===== config.mk =====
export PLATFORM = sky130hd
export DESIGN_NAME = ipm_shift_register_ctrl_v1_0_flat
export DESIGN_NICKNAME = d
export VERILOG_FILES = /design/src/rtl/ipm_shift_register_ctrl_v1_0_if.sv /design/src/rtl/ipm_shift_register_ctrl_v1_0.sv /design/src/flat_wrapper.sv
export SDC_FILE = /design/constraint.sdc
export NUM_CORES = 1
export LEC_CHECK = 0
export CAP_MARGIN = 10
export CORE_AREA = 4 4 48 82
export CTS_CLUSTER_SIZE = 25
export DETAILED_ROUTE_END_ITERATION = 8
export DIE_AREA = 0 0 52 86
export PLACE_DENSITY = 0.83
export SYNTH_ARGS = -nofsm -noshare
export SYNTH_HDL_FRONTEND = slang
export SYNTH_SLANG_ARGS = --single-unit

===== constraint.sdc =====
create_clock -name clk -period 3.3 [get_ports clk]
set_input_delay 0.495 -clock clk [delete_from_list [all_inputs] [get_ports clk]]
set_output_delay 0.495 -clock clk [all_outputs]
set_load 0.01 [all_outputs]

===== src/rtl/ipm_shift_register_ctrl_v1_0_if.sv =====
// rtl/ipm_shift_register_ctrl_v1_0_if.sv - user datapath and distributed-RAM port bundle for the shift register controller
interface ipm_shift_register_ctrl_v1_0_if #(
    parameter int ADDR_WIDTH = 4,
    parameter int DATA_WIDTH = 8
);
  logic                  ce;
  logic                  flush;
  logic [ADDR_WIDTH-1:0] depth_sel;
  logic [DATA_WIDTH-1:0] din;
  logic [DATA_WIDTH-1:0] dout;
  logic                  dout_vld;
  logic                  ram_wr_en;
  logic [ADDR_WIDTH-1:0] ram_wr_addr;
  logic [DATA_WIDTH-1:0] ram_wr_data;
  logic [ADDR_WIDTH-1:0] ram_rd_addr;
  logic [DATA_WIDTH-1:0] ram_rd_data;

  modport master (
    output ce, flush, depth_sel, din, ram_rd_data,
    input  dout, dout_vld, ram_wr_en, ram_wr_addr, ram_wr_data, ram_rd_addr
  );

  modport slave (
    input  ce, flush, depth_sel, din, ram_rd_data,
    output dout, dout_vld, ram_wr_en, ram_wr_addr, ram_wr_data, ram_rd_addr
  );
endinterface


===== src/rtl/ipm_shift_register_ctrl_v1_0.sv =====
// rtl/ipm_shift_register_ctrl_v1_0.sv - circular-buffer sequencer for a variable-length delay line on distributed RAM
module ipm_shift_register_ctrl_v1_0 #(
    parameter int ADDR_WIDTH = 4,
    parameter int DATA_WIDTH = 8
) (
    input logic clk,
    input logic rst_n,
    ipm_shift_register_ctrl_v1_0_if.slave bus
);
  typedef enum logic {S_FILL, S_RUN} state_t;

  state_t                r_state, w_state_nxt;
  logic [ADDR_WIDTH-1:0] r_wp, w_wp_nxt;
  logic [ADDR_WIDTH-1:0] r_depth, w_depth_nxt;
  logic [ADDR_WIDTH:0]   r_fill, w_fill_nxt;
  logic [DATA_WIDTH-1:0] r_dout, w_dout_nxt;
  logic                  r_vld, w_vld_nxt;

  logic                  w_restart;
  logic [ADDR_WIDTH:0]   w_len;
  logic [ADDR_WIDTH:0]   w_fill_inc;

  // Any depth change invalidates the buffered history, same as flush.
  assign w_restart  = bus.flush | (bus.depth_sel != r_depth);
  assign w_len      = {1'b0, r_depth} + (ADDR_WIDTH + 1)'(1);
  assign w_fill_inc = r_fill + (ADDR_WIDTH + 1)'(1);

  assign bus.ram_wr_en   = bus.ce & ~w_restart;
  assign bus.ram_wr_addr = r_wp;
  assign bus.ram_wr_data = bus.din;
  // At full depth this equals r_wp; the async read returns the pre-write word.
  assign bus.ram_rd_addr = r_wp - r_depth - ADDR_WIDTH'(1);
  assign bus.dout        = r_dout;
  assign bus.dout_vld    = r_vld;

  always_ff @(posedge clk or negedge rst_n) begin
    if (!rst_n) begin
      r_state <= S_FILL;
      r_wp    <= '0;
      r_depth <= '0;
      r_fill  <= '0;
      r_dout  <= '0;
      r_vld   <= 1'b0;
    end else begin
      r_state <= w_state_nxt;
      r_wp    <= w_wp_nxt;
      r_depth <= w_depth_nxt;
      r_fill  <= w_fill_nxt;
      r_dout  <= w_dout_nxt;
      r_vld   <= w_vld_nxt;
    end
  end

  always_comb begin
    w_state_nxt = r_state;
    w_wp_nxt    = r_wp;
    w_depth_nxt = r_depth;
    w_fill_nxt  = r_fill;
    w_dout_nxt  = r_dout;
    w_vld_nxt   = r_vld;
    if (w_restart) begin
      w_depth_nxt = bus.depth_sel;
      w_fill_nxt  = '0;
      w_state_nxt = S_FILL;
      w_dout_nxt  = '0;
      w_vld_nxt   = 1'b0;
    end else if (bus.ce) begin
      w_wp_nxt = r_wp + ADDR_WIDTH'(1);
      case (r_state)
        S_FILL: begin
          w_fill_nxt = w_fill_inc;
          if (w_fill_inc == w_len) w_state_nxt = S_RUN;
        end
        S_RUN: begin
          w_dout_nxt = bus.ram_rd_data;
          w_vld_nxt  = 1'b1;
        end
        default: w_state_nxt = S_FILL;
      endcase
    end
  end
endmodule


===== src/flat_wrapper.sv =====
// flat-port wrapper written by rule: the top's interface ports become plain ports
module ipm_shift_register_ctrl_v1_0_flat 
#(
    parameter int ADDR_WIDTH = 4,
    parameter int DATA_WIDTH = 8
)
  (clk, rst_n, bus_ce, bus_flush, bus_depth_sel, bus_din, bus_ram_rd_data, bus_dout, bus_dout_vld, bus_ram_wr_en, bus_ram_wr_addr, bus_ram_wr_data, bus_ram_rd_addr);
  ipm_shift_register_ctrl_v1_0_if #(.ADDR_WIDTH(ADDR_WIDTH), .DATA_WIDTH(DATA_WIDTH)) bus_i ();
  input logic clk;
  input logic rst_n;
  input wire logic [$bits(bus_i.ce)-1:0] bus_ce;
  input wire logic [$bits(bus_i.flush)-1:0] bus_flush;
  input wire logic [$bits(bus_i.depth_sel)-1:0] bus_depth_sel;
  input wire logic [$bits(bus_i.din)-1:0] bus_din;
  input wire logic [$bits(bus_i.ram_rd_data)-1:0] bus_ram_rd_data;
  output wire logic [$bits(bus_i.dout)-1:0] bus_dout;
  output wire logic [$bits(bus_i.dout_vld)-1:0] bus_dout_vld;
  output wire logic [$bits(bus_i.ram_wr_en)-1:0] bus_ram_wr_en;
  output wire logic [$bits(bus_i.ram_wr_addr)-1:0] bus_ram_wr_addr;
  output wire logic [$bits(bus_i.ram_wr_data)-1:0] bus_ram_wr_data;
  output wire logic [$bits(bus_i.ram_rd_addr)-1:0] bus_ram_rd_addr;
  assign bus_i.ce = bus_ce;
  assign bus_i.flush = bus_flush;
  assign bus_i.depth_sel = bus_depth_sel;
  assign bus_i.din = bus_din;
  assign bus_i.ram_rd_data = bus_ram_rd_data;
  assign bus_dout = bus_i.dout;
  assign bus_dout_vld = bus_i.dout_vld;
  assign bus_ram_wr_en = bus_i.ram_wr_en;
  assign bus_ram_wr_addr = bus_i.ram_wr_addr;
  assign bus_ram_wr_data = bus_i.ram_wr_data;
  assign bus_ram_rd_addr = bus_i.ram_rd_addr;
  ipm_shift_register_ctrl_v1_0 #(.ADDR_WIDTH(ADDR_WIDTH), .DATA_WIDTH(DATA_WIDTH)) u_core (.clk(clk), .rst_n(rst_n), .bus(bus_i));
endmodule

==> metrics.cfg <==
[floorplanning]
ios=50
initial_utilization_pct=38.7
die-height_um=86
x_dimension_of_the_die_um=52
rows=28
placeableCoreArea_sq_mm=0.00333
floorplan.die_area_sq_mm=0.00447

[global_routing]
antenna_violations_before_repair=0
grt_pass1_vias=992
grt_first_pass_wirelength_um=4560
all_layer_global_routing_usage_pct=13.2
grt_remaining_overflow=0
maximum_number_of_pins_on_one_net_before_global_route_repair=24

[sta]
clock.fmax_mhz=383
finalMaxSlewViolations=0
setup-violations-final=0
timing_hold_violations_final=0
final.period_utilization_pct=79.2
tightestPinTransition_ns=1.02
post-route-min-period_ns=2.61
fin_setup_tns_ns=0
worst_clock_skew_ns=0.00629
grt_setup_unrepaired=false
setup_ws_ns=0.686
max_slew_margin_pct=32.0

[cts]
ctsLongestPathBuffers=2
cts_num_sinks=23
clk_latency_ns=0.26
cts.repair.resized=0
cts_tree=yes
root_buffer_master=clkbuf_8
clock_tree.htree_level_count=1
cts.hold.buffers_added=0
path_clk_slew_ns=0.08
cts.repair_timing.setup_buffer_count=0
cts-buffers-inserted=3

[routing]
drtPass1Iterations=4
wire_per_inst_um=13.7
postRouteAntennaNets=0
drt_iter0_drc=12
num_vias=972
dr_vias_cell=4.96
drc=0
routed_wl_um=2690

[cells_and_area]
number_of_inserted_diodes=0
syn2layout_area_growth_pct=28.1
n_fill_cell=305
multiInputGateArea_sq_um=604
layout.area.seq_sq_um=576
layout.core_utilization_pct=49.6
drive_above_1_share_pct=6.62
num-nets-final=183

[setup_path]
worst-r2r-cell-count=6
critical_path.startpoint_type=flip-flop
worstReg2RegStart=u_core.r_depth[0]
rr_endpoint=u_core.bus.ram_wr_addr[3]
worstPathArrival_ns=2.12
worstSetupEndpointType=output pin
regToRegSetupSlack_ns=1.66
critical_path_peak_fanout=4
critical_path_required_ns=2.80
worstSetupPathType=flip-flop to output pin

[worst_hold_path]
min_from=u_core.bus.dout_vld
worst_hold_class=flip-flop to flip-flop
hold-path-cell-count=2
min_delay_worst_endpoint=u_core.bus.dout_vld

[power]
vdd_ir_drop_max_uv=322
p_leak_uw=0.000712
power-per-cell-area_mw_per_mm2=448

[placed_design]
portBuffers=33
gp_congestion=0.730
dp_hpwl_um=2100
detailedPlace.worstSlack_ns=0.713

[synthesis]
postSynthCellCount=127
syn_area_sq_mm=0.00129
postSynthAreaPerCell_sq_um=10.1
netlist-cell-type-count=27
synth-async-reset-ratio_pct=100
synth.net_count=158
ys.flop_type=dfrtp_1
yosysWarningCount=0
edff_count_synth=0
seq_area_frac_synth_pct=44.7
yosys_register_bits=23

[flow_run]
timing.max_cap.violations=0

[status]
outcome=finished clean

## layer usage
layer	wire length, um	share of wire (%)	vias to the layer above	track usage (%)
met5	0	0	-	0
met4	24	0.89	0	3.58
met3	128	4.8	4	1.74
met2	1510	56	38	24.5
met1	1030	38	465	15.2
li1	-	-	465	-
## logic make-up (layout without fill, tap and decap cells)
logic type	count (synthesis)	in the layout	share of synthesized area (%)
AOI/OAI and AO/OA	16	16	7.48
xor gates and xnor gates	19	19	14.1
adders and majority gates	7	7	7.38
buffers and inverters	21	45	8.45
DFF	23	23	44.7
muxes	2	2	1.65
and+or+nand+nor	39	39	16.3
## layout by cell type (no fill, tap or decap), drive strengths merged
master	n
xnor2	11
nand3	12
clkdlybuf4s50	33
mux2i	1
clkinv	1
xor3	1
nand4b	1
nand2	10
nor3b	1
a311oi	1
nand2b	2
ha	6
dfrtp	23
a22oi	1
clkbuf	3
mux2	1
nor3	3
a41oi	1
o221ai	1
inv	6
nor2	9
a21oi	11
fa	1
buf	2
a21o	1
xor2	7
nand3b	1
## worst max path at each step
stage | start | to | cells past startpoint
finish | u_core.r_depth[1] | bus_ram_rd_addr[3] | 6
global route | u_core.r_depth[0] | bus_ram_rd_addr[2] | 5
CTS | u_core.r_depth[1] | bus_ram_rd_addr[3] | 6
detailed placement | bus_depth_sel[0] | bus_ram_wr_en | 6
global placement | bus_depth_sel[0] | bus_ram_wr_en | 6
floorplan | u_core.bus.ram_wr_addr[0] | bus_ram_rd_addr[2] | 3
## power breakdown
group	switching, uW	internal [uW]	total (uW)
Combinational	96.9	141	237
Sequential	29.4	299	328
Clock	89.1	84.2	173
## layout make-up
cell class / instances / share of cell area [%]
Timing Repair Buffer: 35 / 20.9
Clock inverter: 1 / 0.303
Clock buffer: 3 / 2.50
Sequential cell: 23 / 34.9
Tap cell: 45 / 3.41
Multi-Input combinational cell: 83 / 36.6
Inverter: 6 / 1.36
## state kept, by name (all words and copies together) (netlist names)
| register | count |
|---|---|
| u_core.bus.dout_vld | 1 |
| u_core.r_depth | 4 |
| u_core.r_state | 1 |
| u_core.bus.ram_wr_addr | 4 |
| u_core.r_fill | 5 |
| u_core.bus.dout | 8 |
## worst max-delay path, stage by stage, from the launching register on
cell and delay [ns]:
dfrtp_1 0.40, inv_1 0.15, ha_1 0.26, a21o_1 0.15, a21oi_1 0.18, xnor2_1 0.16
clkdlybuf4s50_1 0.57
## through the flow
step / cell area (sq um) / total power [uW] / hold slack, ns / instances
global route: 1650 / 792 / 0.548 / 196
CTS: 1650 / 748 / 0.526 / 196
floorplan: 1290 / 451 / 0.199 / 127
global placement: 1600 / 567 / 0.478 / 192
detailed placement: 1600 / 574 / 0.503 / 192
finish: 1650 / 739 / 0.522 / 196
## cells in the mapped netlist (2+ instances only)
master | number | area, sq um
dfrtp_1 | 23 | 576
a21oi_1 | 11 | 55.1
nand3_1 | 11 | 55.1
xnor2_1 | 11 | 96.3
nand2_1 | 10 | 37.5
buf_4 | 8 | 60.1
nor2_1 | 8 | 30.0
clkbuf_1 | 7 | 26.3
xor2_1 | 7 | 61.3
ha_1 | 6 | 75.1
inv_1 | 6 | 22.5
nor3_1 | 3 | 15.0
nand2b_1 | 2 | 12.5
Note: power is estimated with default switching activity, not from simulation.
